[src/rtl/nes_pkg.sv]
// ----------------------------------------------------------------------------
// nes_pkg
// Types and constants shared by the NES bus masters and the bus decoder.
//   dma_state_t : OAM DMA sequencer states
//   bus_req_t   : one bus request (address, write data, direction 1 = read)
//   *_DEFAULT   : default register addresses and transfer length
//   is_reg_write: true when a CPU access is a write to a given register
// No ports (package).
// ----------------------------------------------------------------------------
package nes_pkg;

    localparam logic [15:0] DMA_REG_ADDR_DEFAULT  = 16'h4014;
    localparam logic [15:0] OAM_DATA_ADDR_DEFAULT = 16'h2004;
    localparam int          XFER_LEN_DEFAULT      = 256;

    typedef enum logic [2:0] {
        IDLE,
        HALT,
        ALIGN,
        READ,
        WRITE
    } dma_state_t;

    typedef struct packed {
        logic [15:0] addr;
        logic [7:0]  wdata;
        logic        rw;
    } bus_req_t;

    function automatic logic is_reg_write(input logic [15:0] addr,
                                          input logic        rw,
                                          input logic [15:0] reg_addr);
        return (rw == 1'b0) && (addr == reg_addr);
    endfunction

endpackage

[src/rtl/cpu_cycle_parity.sv]
// ----------------------------------------------------------------------------
// cpu_cycle_parity
// One-bit get/put cycle tracker: toggles on every clock after reset.
// Only built when OAM_DMA_ALIGN_EN is defined; without that macro the DMA
// never needs alignment and this module does not exist in the design.
// Ports:
//   clk    in  1  system clock
//   reset  in  1  asynchronous, active-high; parity returns to 0
//   parity out 1  current cycle parity (0 = even)
// ----------------------------------------------------------------------------
`ifdef OAM_DMA_ALIGN_EN
module cpu_cycle_parity (
    input  logic clk,
    input  logic reset,
    output logic parity
);

    always_ff @(posedge clk or posedge reset) begin
        if (reset) begin
            parity <= 1'b0;
        end else begin
            parity <= ~parity;
        end
    end

endmodule
`endif

[src/rtl/oam_dma_arbiter.sv]
// ----------------------------------------------------------------------------
// oam_dma_arbiter
// NES sprite DMA sequencer. A CPU write to DMA_REG_ADDR halts the CPU, takes
// the system bus and copies page {data,00..FF} into OAM_DATA_ADDR, one
// read/write pair per byte. Outside a transfer the CPU drives the bus directly.
//
// Build option: OAM_DMA_ALIGN_EN
//   defined   : a transfer whose HALT cycle falls on odd parity inserts one
//               extra dummy read (ALIGN) -> 514 halted cycles instead of 513.
//   undefined : no ALIGN, no parity tracker, always 513 halted cycles.
//
// Ports:
//   clk        in  1   system clock, one CPU cycle per posedge
//   reset      in  1   asynchronous, active-high; back to IDLE
//   cpu_addr   in  16  CPU address
//   cpu_wdata  in  8   CPU write data
//   cpu_rw     in  1   CPU direction, 1 = read
//   bus_rdata  in  8   read data from the bus decoder
//   cpu_halt   out 1   CPU must hold its state this cycle
//   bus_addr   out 16  address to the bus decoder
//   bus_wdata  out 8   write data to the bus decoder
//   bus_rw     out 1   direction to the bus decoder, 1 = read
//   dma_active out 1   DMA owns the bus
// ----------------------------------------------------------------------------
module oam_dma_arbiter
    import nes_pkg::*;
#(
    parameter logic [15:0] DMA_REG_ADDR  = DMA_REG_ADDR_DEFAULT,
    parameter logic [15:0] OAM_DATA_ADDR = OAM_DATA_ADDR_DEFAULT,
    parameter int          XFER_LEN      = XFER_LEN_DEFAULT
) (
    input  logic        clk,
    input  logic        reset,
    input  logic [15:0] cpu_addr,
    input  logic [7:0]  cpu_wdata,
    input  logic        cpu_rw,
    input  logic [7:0]  bus_rdata,
    output logic        cpu_halt,
    output logic [15:0] bus_addr,
    output logic [7:0]  bus_wdata,
    output logic        bus_rw,
    output logic        dma_active
);

    localparam int               IDX_W    = $clog2(XFER_LEN);
    localparam logic [IDX_W-1:0] LAST_IDX = IDX_W'(XFER_LEN - 1);

    dma_state_t       state;
    dma_state_t       state_next;
    logic [7:0]       page;
    logic [IDX_W-1:0] index;
    logic [7:0]       data_buf;
    logic             trigger;
    bus_req_t         req;
    logic             halt;

    assign trigger = is_reg_write(cpu_addr, cpu_rw, DMA_REG_ADDR);

`ifdef OAM_DMA_ALIGN_EN
    logic parity;

    cpu_cycle_parity u_parity (
        .clk    (clk),
        .reset  (reset),
        .parity (parity)
    );
`endif

    // State register plus the transfer datapath (page, index, byte buffer).
    always_ff @(posedge clk or posedge reset) begin
        if (reset) begin
            state    <= IDLE;
            page     <= 8'h00;
            index    <= '0;
            data_buf <= 8'h00;
        end else begin
            state <= state_next;
            case (state)
                IDLE: begin
                    if (trigger) begin
                        page  <= cpu_wdata;
                        index <= '0;
                    end
                end
                READ: begin
                    data_buf <= bus_rdata;
                end
                WRITE: begin
                    // Index stops at the last byte; it never carries into page.
                    if (index != LAST_IDX) begin
                        index <= index + IDX_W'(1);
                    end
                end
                default: begin
                end
            endcase
        end
    end

    // Next-state logic.
    always_comb begin
        state_next = state;
        case (state)
            IDLE: begin
                if (trigger) begin
                    state_next = HALT;
                end
            end
            HALT: begin
`ifdef OAM_DMA_ALIGN_EN
                // Odd cycle: burn one more dummy read so reads land on get cycles.
                state_next = parity ? ALIGN : READ;
`else
                state_next = READ;
`endif
            end
            ALIGN: begin
                state_next = READ;
            end
            READ: begin
                state_next = WRITE;
            end
            WRITE: begin
                state_next = (index == LAST_IDX) ? IDLE : READ;
            end
            default: begin
                state_next = IDLE;
            end
        endcase
    end

    // Output logic: bus mux and halt, decoded from the current state only, so
    // an asynchronous reset releases the bus in the same cycle.
    always_comb begin
        req  = '{addr: cpu_addr, wdata: cpu_wdata, rw: cpu_rw};
        halt = 1'b0;
        case (state)
            IDLE: begin
            end
            HALT, ALIGN: begin
                // Dummy read at whatever address the halted CPU is presenting.
                halt = 1'b1;
                req  = '{addr: cpu_addr, wdata: 8'h00, rw: 1'b1};
            end
            READ: begin
                halt = 1'b1;
                req  = '{addr: {page, 8'h00} | 16'(index), wdata: 8'h00, rw: 1'b1};
            end
            WRITE: begin
                halt = 1'b1;
                req  = '{addr: OAM_DATA_ADDR, wdata: data_buf, rw: 1'b0};
            end
            default: begin
            end
        endcase
    end

    assign bus_addr   = req.addr;
    assign bus_wdata  = req.wdata;
    assign bus_rw     = req.rw;
    assign cpu_halt   = halt;
    assign dma_active = halt;

endmodule
[config.mk]
export PLATFORM = sky130hd
export DESIGN_NAME = oam_dma_arbiter
export DESIGN_NICKNAME = d
export VERILOG_FILES = /design/src/rtl/nes_pkg.sv /design/src/rtl/cpu_cycle_parity.sv /design/src/rtl/oam_dma_arbiter.sv
export SDC_FILE = /design/constraint.sdc
export NUM_CORES = 1
export LEC_CHECK = 0
export CAP_MARGIN = 30
export CORE_MARGIN = 2
export CORE_UTILIZATION = 50
export CTS_CLUSTER_DIAMETER = 80
export DETAILED_ROUTE_END_ITERATION = 10
export DONT_BUFFER_PORTS = 1
export HOLD_SLACK_MARGIN = 0.06
export PLACE_DENSITY_LB_ADDON = 0.2
export SYNTH_ARGS = -nofsm -noshare
export SYNTH_HDL_FRONTEND = slang
export SYNTH_SLANG_ARGS = --single-unit
[constraint.sdc]
create_clock -name clk -period 4.1 [get_ports clk]
set_input_delay 0.41 -clock clk [delete_from_list [all_inputs] [get_ports clk]]
set_output_delay 0.41 -clock clk [all_outputs]
set_load 0.005 [all_outputs]
* Word level (Yosys, flattened, before mapping)
Index checks and enable logic that the tools add are counted.
** Word-level totals
- Register bits :: 27
- Input port bits :: 35
- Output and inout port bits :: 27
- Word-level logic and storage cells :: 31
** Cells by class
- $add $sub $neg :: 1
- Equal/unequal tests :: 9
- Muxes and demuxes :: 8
- Bitwise logic cells :: 2
- Reductions and logical operators :: 7
** Operator list (count)
- one-hot mux 25 bit (3 select lines) :: 1
- equality test 16 x 15 -> 1 bit (second input constant) :: 1
- two-way mux 8 bit :: 2
- OR 16 x 8 -> 16 bit :: 1
- one-hot mux 8 bit (2 select lines) :: 1
- one-hot mux 3 bit (4 select lines) :: 1
- adder 8 x 1 -> 8 bit (second input constant) :: 1
- equality test 8 bit (second input constant) :: 1
- inequality test 8 bit (second input constant) :: 1
- equality test 3 x 2 -> 1 bit (second input constant) :: 2
- inequality test 2 bit (second input constant) :: 2
- OR reduction 4 bit :: 1
- equality test 3 x 1 -> 1 bit (second input constant) :: 1
- equality test 3 bit (second input constant) :: 1
- logical NOT 3 bit :: 1
- two-way mux 3 bit :: 1
- AND reduction 3 bit :: 1
- two-way mux 2 bit :: 1
- AND reduction 2 bit :: 1
- nonzero test 2 bit :: 1
- OR reduction 2 bit :: 1
- logical AND 1 bit :: 1
- two-way mux 1 bit :: 1
- inverter 1 bit :: 1

* Longest topological paths before layout
Gate-level depths: netlist of the first run.
- Word-level depth :: 4
- Depth in mapped cells :: 6
- Depth with buffers taken out :: 5

* Worst setup path after synthesis of the first run
Ideal clock, no wire load.
- Kind :: reg2out
- Start :: register state[0]
- End :: output bus_addr[0]
- Data arrival time :: 1.357 ns
- Required time :: 3.690 ns
- Path slack :: 2.333 ns
- Cell stages (with the launch flop) :: 6
- Cells stage by stage :: dfrtp_1 > buf_6 > nor3b_2 > nor2_1 > buf_2 > a22o_1
** On the way
- Longest elaborated chain between the ends :: 3
- Elaborated cells between the ends (all ways) :: 6
- Those cells by class :: 4 x eq/ne; 1 x mux; 1 x reduce/logical
** Ends and longest elaborated chain
- start, declared :: line oam_dma_arbiter.sv:48 : dma_state_t state;
- start signal, assigned :: line oam_dma_arbiter.sv:77 : state <= state_next;
- equality test 3 x 2 -> 1 bit / equality test 3 x 1 -> 1 bit (equally long branches) :: line oam_dma_arbiter.sv:137 : case (state)
- OR reduction 2 bit (no source line)
- one-hot mux 25 bit (3 select lines) * :: line oam_dma_arbiter.sv:137
- end, declared :: line oam_dma_arbiter.sv:39 : output logic [15:0] bus_addr,
Mark *: on every way between the ends. The rest lies on a longest branch, timed or not.

* Worst setup path in the final report of the first run
- Start :: register state[2]
- End :: output bus_addr[12]
Same word-level chain as after synthesis.

==> reports/qor.txt, run 1 <==
Cells after DPL = 199
RSZ-0062 raised after global routing = no
fin crit period = 2864 ps
diodes inserted = 0
fin nets = 197
clock share of power = 10.2%
setup TNS = 0 ps
Tcrit/Tclk final = 69.85%
IO Count = 62
P_sw = 0.0005098 W
Fmax = 0.3492 GHz
CP startpoint kind = flip-flop
Post-DRT Antenna Nets = 0
Crit Reg-Reg Startpoint = index[1]
mean post-synth cell area = 10.16 um2
Post-CTS Resized = 0
Hold Crit Depth = 1
crit path max fanout = 17
Worst EP arrival = 2450 ps
Synthesis Warnings = 0
number of global-route vias before repair = 1252
WL final = 3930 um
First-pass DRT Iterations = 4
Min-Delay Endpoint = page[7]
WHS = 219.4 ps
htree depth = 1
CTS Buf Count = 3
core area = 3078 um2
PD cells = 675.7 nW/um2
first-pass GRT wire length = 6051 um
postcts setup bufs = 0
sequential area share after synthesis = 41.32%
measured slew at the worst slew-check pin = 1071 ps
Setup Slack @ Placement = 1647 ps
wire length per cell = 19.26 um
share of cells above drive strength 1 = 22.50%
Worst Skew = 6.949 ps
Die Ht = 61.19 um
outcome = completed
initial antenna violation count = 0
crit-path cells = nor3b_2, buf_4, nor2_1, a22o_1
commonest cells after routing, fill and taps aside = 27 x dfrtp_1, 20 x mux2_2, 18 x a22o_1
logic gate share of total power = 49.4%
maxcap violations = 0
Final setup viols = 0
Largest stage delay, worst path = 830 ps
Netlist cell types = 38
WS Path Type = reg2out
switching share of power = 44.08%
Syn Nets = 197
I/O Buffers = 0
final-report max-slew violation count = 0
Top FF cell, synth = dfrtp_1
Max stage delay cell, worst path = nor2_1
final worst slack = 1236 ps
Clock Pin Slew Worst Setup and Hold Paths = 150 ps
Hold Fails Final Rpt = 0
fin cells = 204
root cell of the clock tree = clkbuf_4
vias per cell = 6.216
cells on worst reg2reg path = 5
clk sinks = 27
VDD IR max = 425.4 uV
Post-synth EDFFs = 0
Hold Path Class = in2reg
commonest non-fill, non-tap cell in the layout = dfrtp_1
GP Congestion = 0.8254
grt ovf = 0
Initial DRC Count = 110
CTS tree = yes
proportion of power drawn by flip-flops and latches = 40.3%
Clock Path Buffers = 2
ys async rst share = 100.0%
DP HPWL = 3001 um
synth-to-layout area growth = 4.667%
GRT Total Usage = 22.33%
critical path endpoint category = output port
initial cell density of the core = 53.13%
synthesized area = 1635 um2
r2r setup slk = 2230 ps
Leak = 0.7284 nW
reg-to-reg endpoint = index[5]
Die Width = 61.19 um
CP Data Required Time = 3690 ps
Cells after Synth = 161
P_int = 0.0006468 W
DRC errors left = 0
die area = 3744 um2
Clk Latency, worst-skew pair = 330 ps
largest net degree at the start of global routing = 29
Hold Crit Start = cpu_wdata[7]
#FFs+latches synth = 27
Site Rows = 20
vias after detailed routing = 1268
relative slew slack = 28.35%
-- through the flow --
step	total power, W	cell area, um2	utilization [%]
after floorplan	0.0009585	1635	-
after global placement	0.001019	1648	53.54
after detailed placement	0.001044	1675	54.43
after CTS	0.001163	1712	55.61
after global routing	0.001252	1712	55.61
final	0.001157	1712	55.61
-- how the worst max path moves through the flow --
stage	to	cells after the start	start
after floorplan	bus_addr[0]	5	state[0]
after global placement	bus_addr[15]	4	state[2]
after detailed placement	bus_addr[12]	4	state[2]
after CTS	bus_addr[12]	4	state[2]
after global routing	bus_addr[0]	4	state[2]
final	bus_addr[12]	4	state[2]
-- logic make-up after synthesis --
group / after synthesis / share of synthesized area, %
compound gates: 43 / 19.43
flops: 27 / 41.32
xor+xnor: 2 / 1.071
simple gates: 50 / 17.29
mux: 22 / 15.00
buf+inv: 16 / 5.126
fa+ha+maj: 1 / 0.7650
-- critical path, delay by kind of cell (launching register included) --
kind,cells,cell delay (ps)
and+or+nand+nor,2,1070
buffers and inverters,1,210
DFF,1,570
AOI/OAI and AO/OA,1,280
-- layout make-up --
| type | count | area (um2) |
|---|---|---|
| Fill cell | 277 | 1366 |
| Multi-Input combinational cell | 118 | 875.8 |
| Sequential cell | 27 | 675.6 |
| Tap cell | 44 | 55.05 |
| Timing Repair Buffer | 4 | 52.55 |
| Clock buffer | 4 | 26.28 |
| Inverter | 7 | 26.28 |
-- state kept, by name, summed over array words and instances (netlist names) --
signal and count:
page 8, state 3, index 8, data_buf 8
-- cell usage after synthesis (3+ instances only) --
master	n	area, um2
dfrtp_1	27	675.7
mux2_2	20	225.2
a22o_1	18	157.7
nand2_1	16	60.06
o21ai_0	15	75.07
nand3_1	8	40.04
inv_1	7	26.28
nor2_1	6	22.52
nor3_1	5	25.02
buf_2	4	20.02
buf_4	3	22.52
-- per-layer routing --
metal	wire [um]	share of wire [%]	GRT usage (%)
met5	0	0	0
met4	40	1.0	7.764
met3	400	10	7.563
met2	1937	49	34.80
met1	1552	39	29.17
-- power groups by stage --
| stage | logic (W) | registers [W] | clock network [W] |
|---|---|---|---|
| 2_1_floorplan | 0.000548 | 0.000411 | 0 |
| 3_3_place_gp | 0.000554 | 0.000465 | 0 |
| 3_5_place_dp | 0.000573 | 0.000471 | 0 |
| 4_1_cts | 0.000576 | 0.000465 | 0.000122 |
| 5_1_grt | 0.000640 | 0.000481 | 0.000132 |
| 6_report | 0.000572 | 0.000467 | 0.000118 |
-- what timing repair did --
item / in CTS / in global routing
hold buffers: 1 / 0
endpoints found under the setup margin: 0 / 0
endpoints found under the hold margin: 10 / 0
Note: power is estimated with default switching activity, not from simulation.
==> run 2, diff against run 1 <==
Clock period 4.1 ns to 2.9 ns, I/O delays scaled along.
==> run 2 against run 1 <==
  * Design area is the same
  * Clock power up 42%
  * Power is 41% higher
  * Sequential power up 41%
  * Critical path depth is the same
  * Clock skew shrank 1.3 ps
  * Critical endpoint is now bus_addr[7]
==> reports/qor.txt, run 2 (synthesized netlist as in run 1, its figures left out) <==
Final Instance Area = 1712 um2 (unchanged)
CP Data Required Time = 2610 ps (-1080 ps)
fin nets = 197 (unchanged)
setup TNS = 0 ps (unchanged)
GRT Total Usage = 22.10% (-0.24 points)
synth-to-layout area growth = 4.667% (unchanged)
WL final = 3840 um (-2.3%)
outcome = completed
Post-CTS Resized = 0 (unchanged)
fin crit period = 2705 ps
Worst EP arrival = 2420 ps (-30 ps)
largest net degree at the start of global routing = 28 (-3.4%)
Clock Path Buffers = 2 (unchanged)
Die Width = 61.19 um (unchanged)
Initial DRC Count = 52 (-53%)
biggest regs = data_buf: 8 flops, index: 8 flops, page: 8 flops
Hold Fails Final Rpt = 0 (unchanged)
relative slew slack = 32.94% (+4.6 points)
measured slew at the worst slew-check pin = 1002 ps (-68.57 ps)
Clk Latency, worst-skew pair = 330 ps (about the same)
vias per cell = 6.289 (+1.2%)
Leak = 0.7284 nW (unchanged)
Die Ht = 61.19 um (unchanged)
Site Rows = 20 (unchanged)
final-report max-slew violation count = 0 (unchanged)
Fmax = 0.3697 GHz
diodes inserted = 0 (unchanged)
commonest non-fill, non-tap cell in the layout = dfrtp_1
Hold Path Class = in2reg
Final setup viols = 0 (unchanged)
initial cell density of the core = 53.13% (unchanged)
root cell of the clock tree = clkbuf_4
crit path max fanout = 17 (unchanged)
maxcap violations = 0 (unchanged)
PD cells = 955.5 nW/um2 (+41%)
First-pass DRT Iterations = 4 (unchanged)
CTS tree = yes
DP HPWL = 2964 um (-1.2%)
Final Core Density = 55.61% (unchanged)
area post-placement = 1675 um2 (unchanged)
Post-DRT Antenna Nets = 0 (unchanged)
grt ovf = 0 (unchanged)
wire length per cell = 18.82 um (-2.3%)
CTS Buf Count = 3 (unchanged)
Tcrit/Tclk final = 93.28%
vias after detailed routing = 1283 (+1.2%)
IO Count = 62 (unchanged)
number of global-route vias before repair = 1270 (+1.4%)
htree depth = 1 (unchanged)
initial antenna violation count = 0 (unchanged)
Crit Reg-Reg Startpoint = index[1]
Clock Pin Slew Worst Setup and Hold Paths = 150 ps (about the same)
critical path endpoint category = output port
die area = 3744 um2 (unchanged)
commonest cells after routing, fill and taps aside = 27 x dfrtp_1, 20 x mux2_2, 18 x a22o_1
CP startpoint kind = flip-flop
core area = 3078 um2 (unchanged)
WS Path Type = reg2out
share of cells above drive strength 1 = 22.50% (unchanged)
first-pass GRT wire length = 6016 um (-0.58%)
I/O Buffers = 0 (unchanged)
VDD IR max = 440.1 uV (+3.5%)
RSZ-0062 raised after global routing = no
Critical Path Start = state[2]
filler cell count = 278 (+0.36%)
Hold Crit Start = cpu_wdata[0]
clk sinks = 27 (unchanged)
Worst Skew = 5.652 ps (-1.298 ps)
DRC errors left = 0 (unchanged)
GP Congestion = 0.8047 (-2.5%)
## run 2: cell counts in the layout (fill, tap and decap cells not counted)
No cell type changed its count.
## run 2: path summary, 6_finish.rpt
path / endpoint / slack [ps] / cells past startpoint
min: page[0] / 100 / 1
max in group asynchronous: index[3] / 2010 / 3
min in group asynchronous: data_buf[4] / 440 / 2
min reg2reg: data_buf[1] / 530 / 1
max: bus_addr[7] / 190 / 4
max reg2reg: index[5] / 1010 / 5
## run 2: stage by stage
step | std cells | hold slack [ps] | power, W | setup WS [ps]
2_1_floorplan | 161 | 342.7 | 0.001355 | 1253
6_report | 204 | 95.32 | 0.001636 | 195.0
3_3_place_gp | 198 | 442.0 | 0.001441 | 613.4
5_1_grt | 204 | 76.82 | 0.001769 | 32.45
4_1_cts | 204 | 92.24 | 0.001643 | 186.1
3_5_place_dp | 199 | 242.3 | 0.001476 | 569.8
## run 2: worst max-delay path: stages (launching register included)
cell and delay (ps):
dfrtp_1 580, nor3b_2 240, buf_4 200, nor2_1 790, a22o_1 270
## run 2: cell type report
cell class,instances,area [um2],share of cell area (%)
clock buffer,4,26.28,1.535
timing repair buffer,4,52.55,3.070
inverter,7,26.28,1.535
multi-input combinational,118,875.8,51.17
sequential,27,675.6,39.47
tap,44,55.05,3.216
## run 2: per-layer routing
metal,share of wire (%),vias to the layer above,global-route usage (%)
li1,-,589,-
met1,41,636,28.82
met2,49,51,35.56
met3,8.2,7,6.723
met4,1.4,0,6.522
met5,0,-,0
## run 2: repair_timing
item / in CTS / in global routing
endpoints found under the hold margin: 11 / 0
hold buffers: 1 / 0
setup buffers: 0 / 0
## run 2: where the power goes
part | leakage [nW] | internal (W) | switching, W
clock | 0.0150 | 0.0000540 | 0.000113
sequential | 0.327 | 0.000504 | 0.000156
combinational | 0.386 | 0.000356 | 0.000453
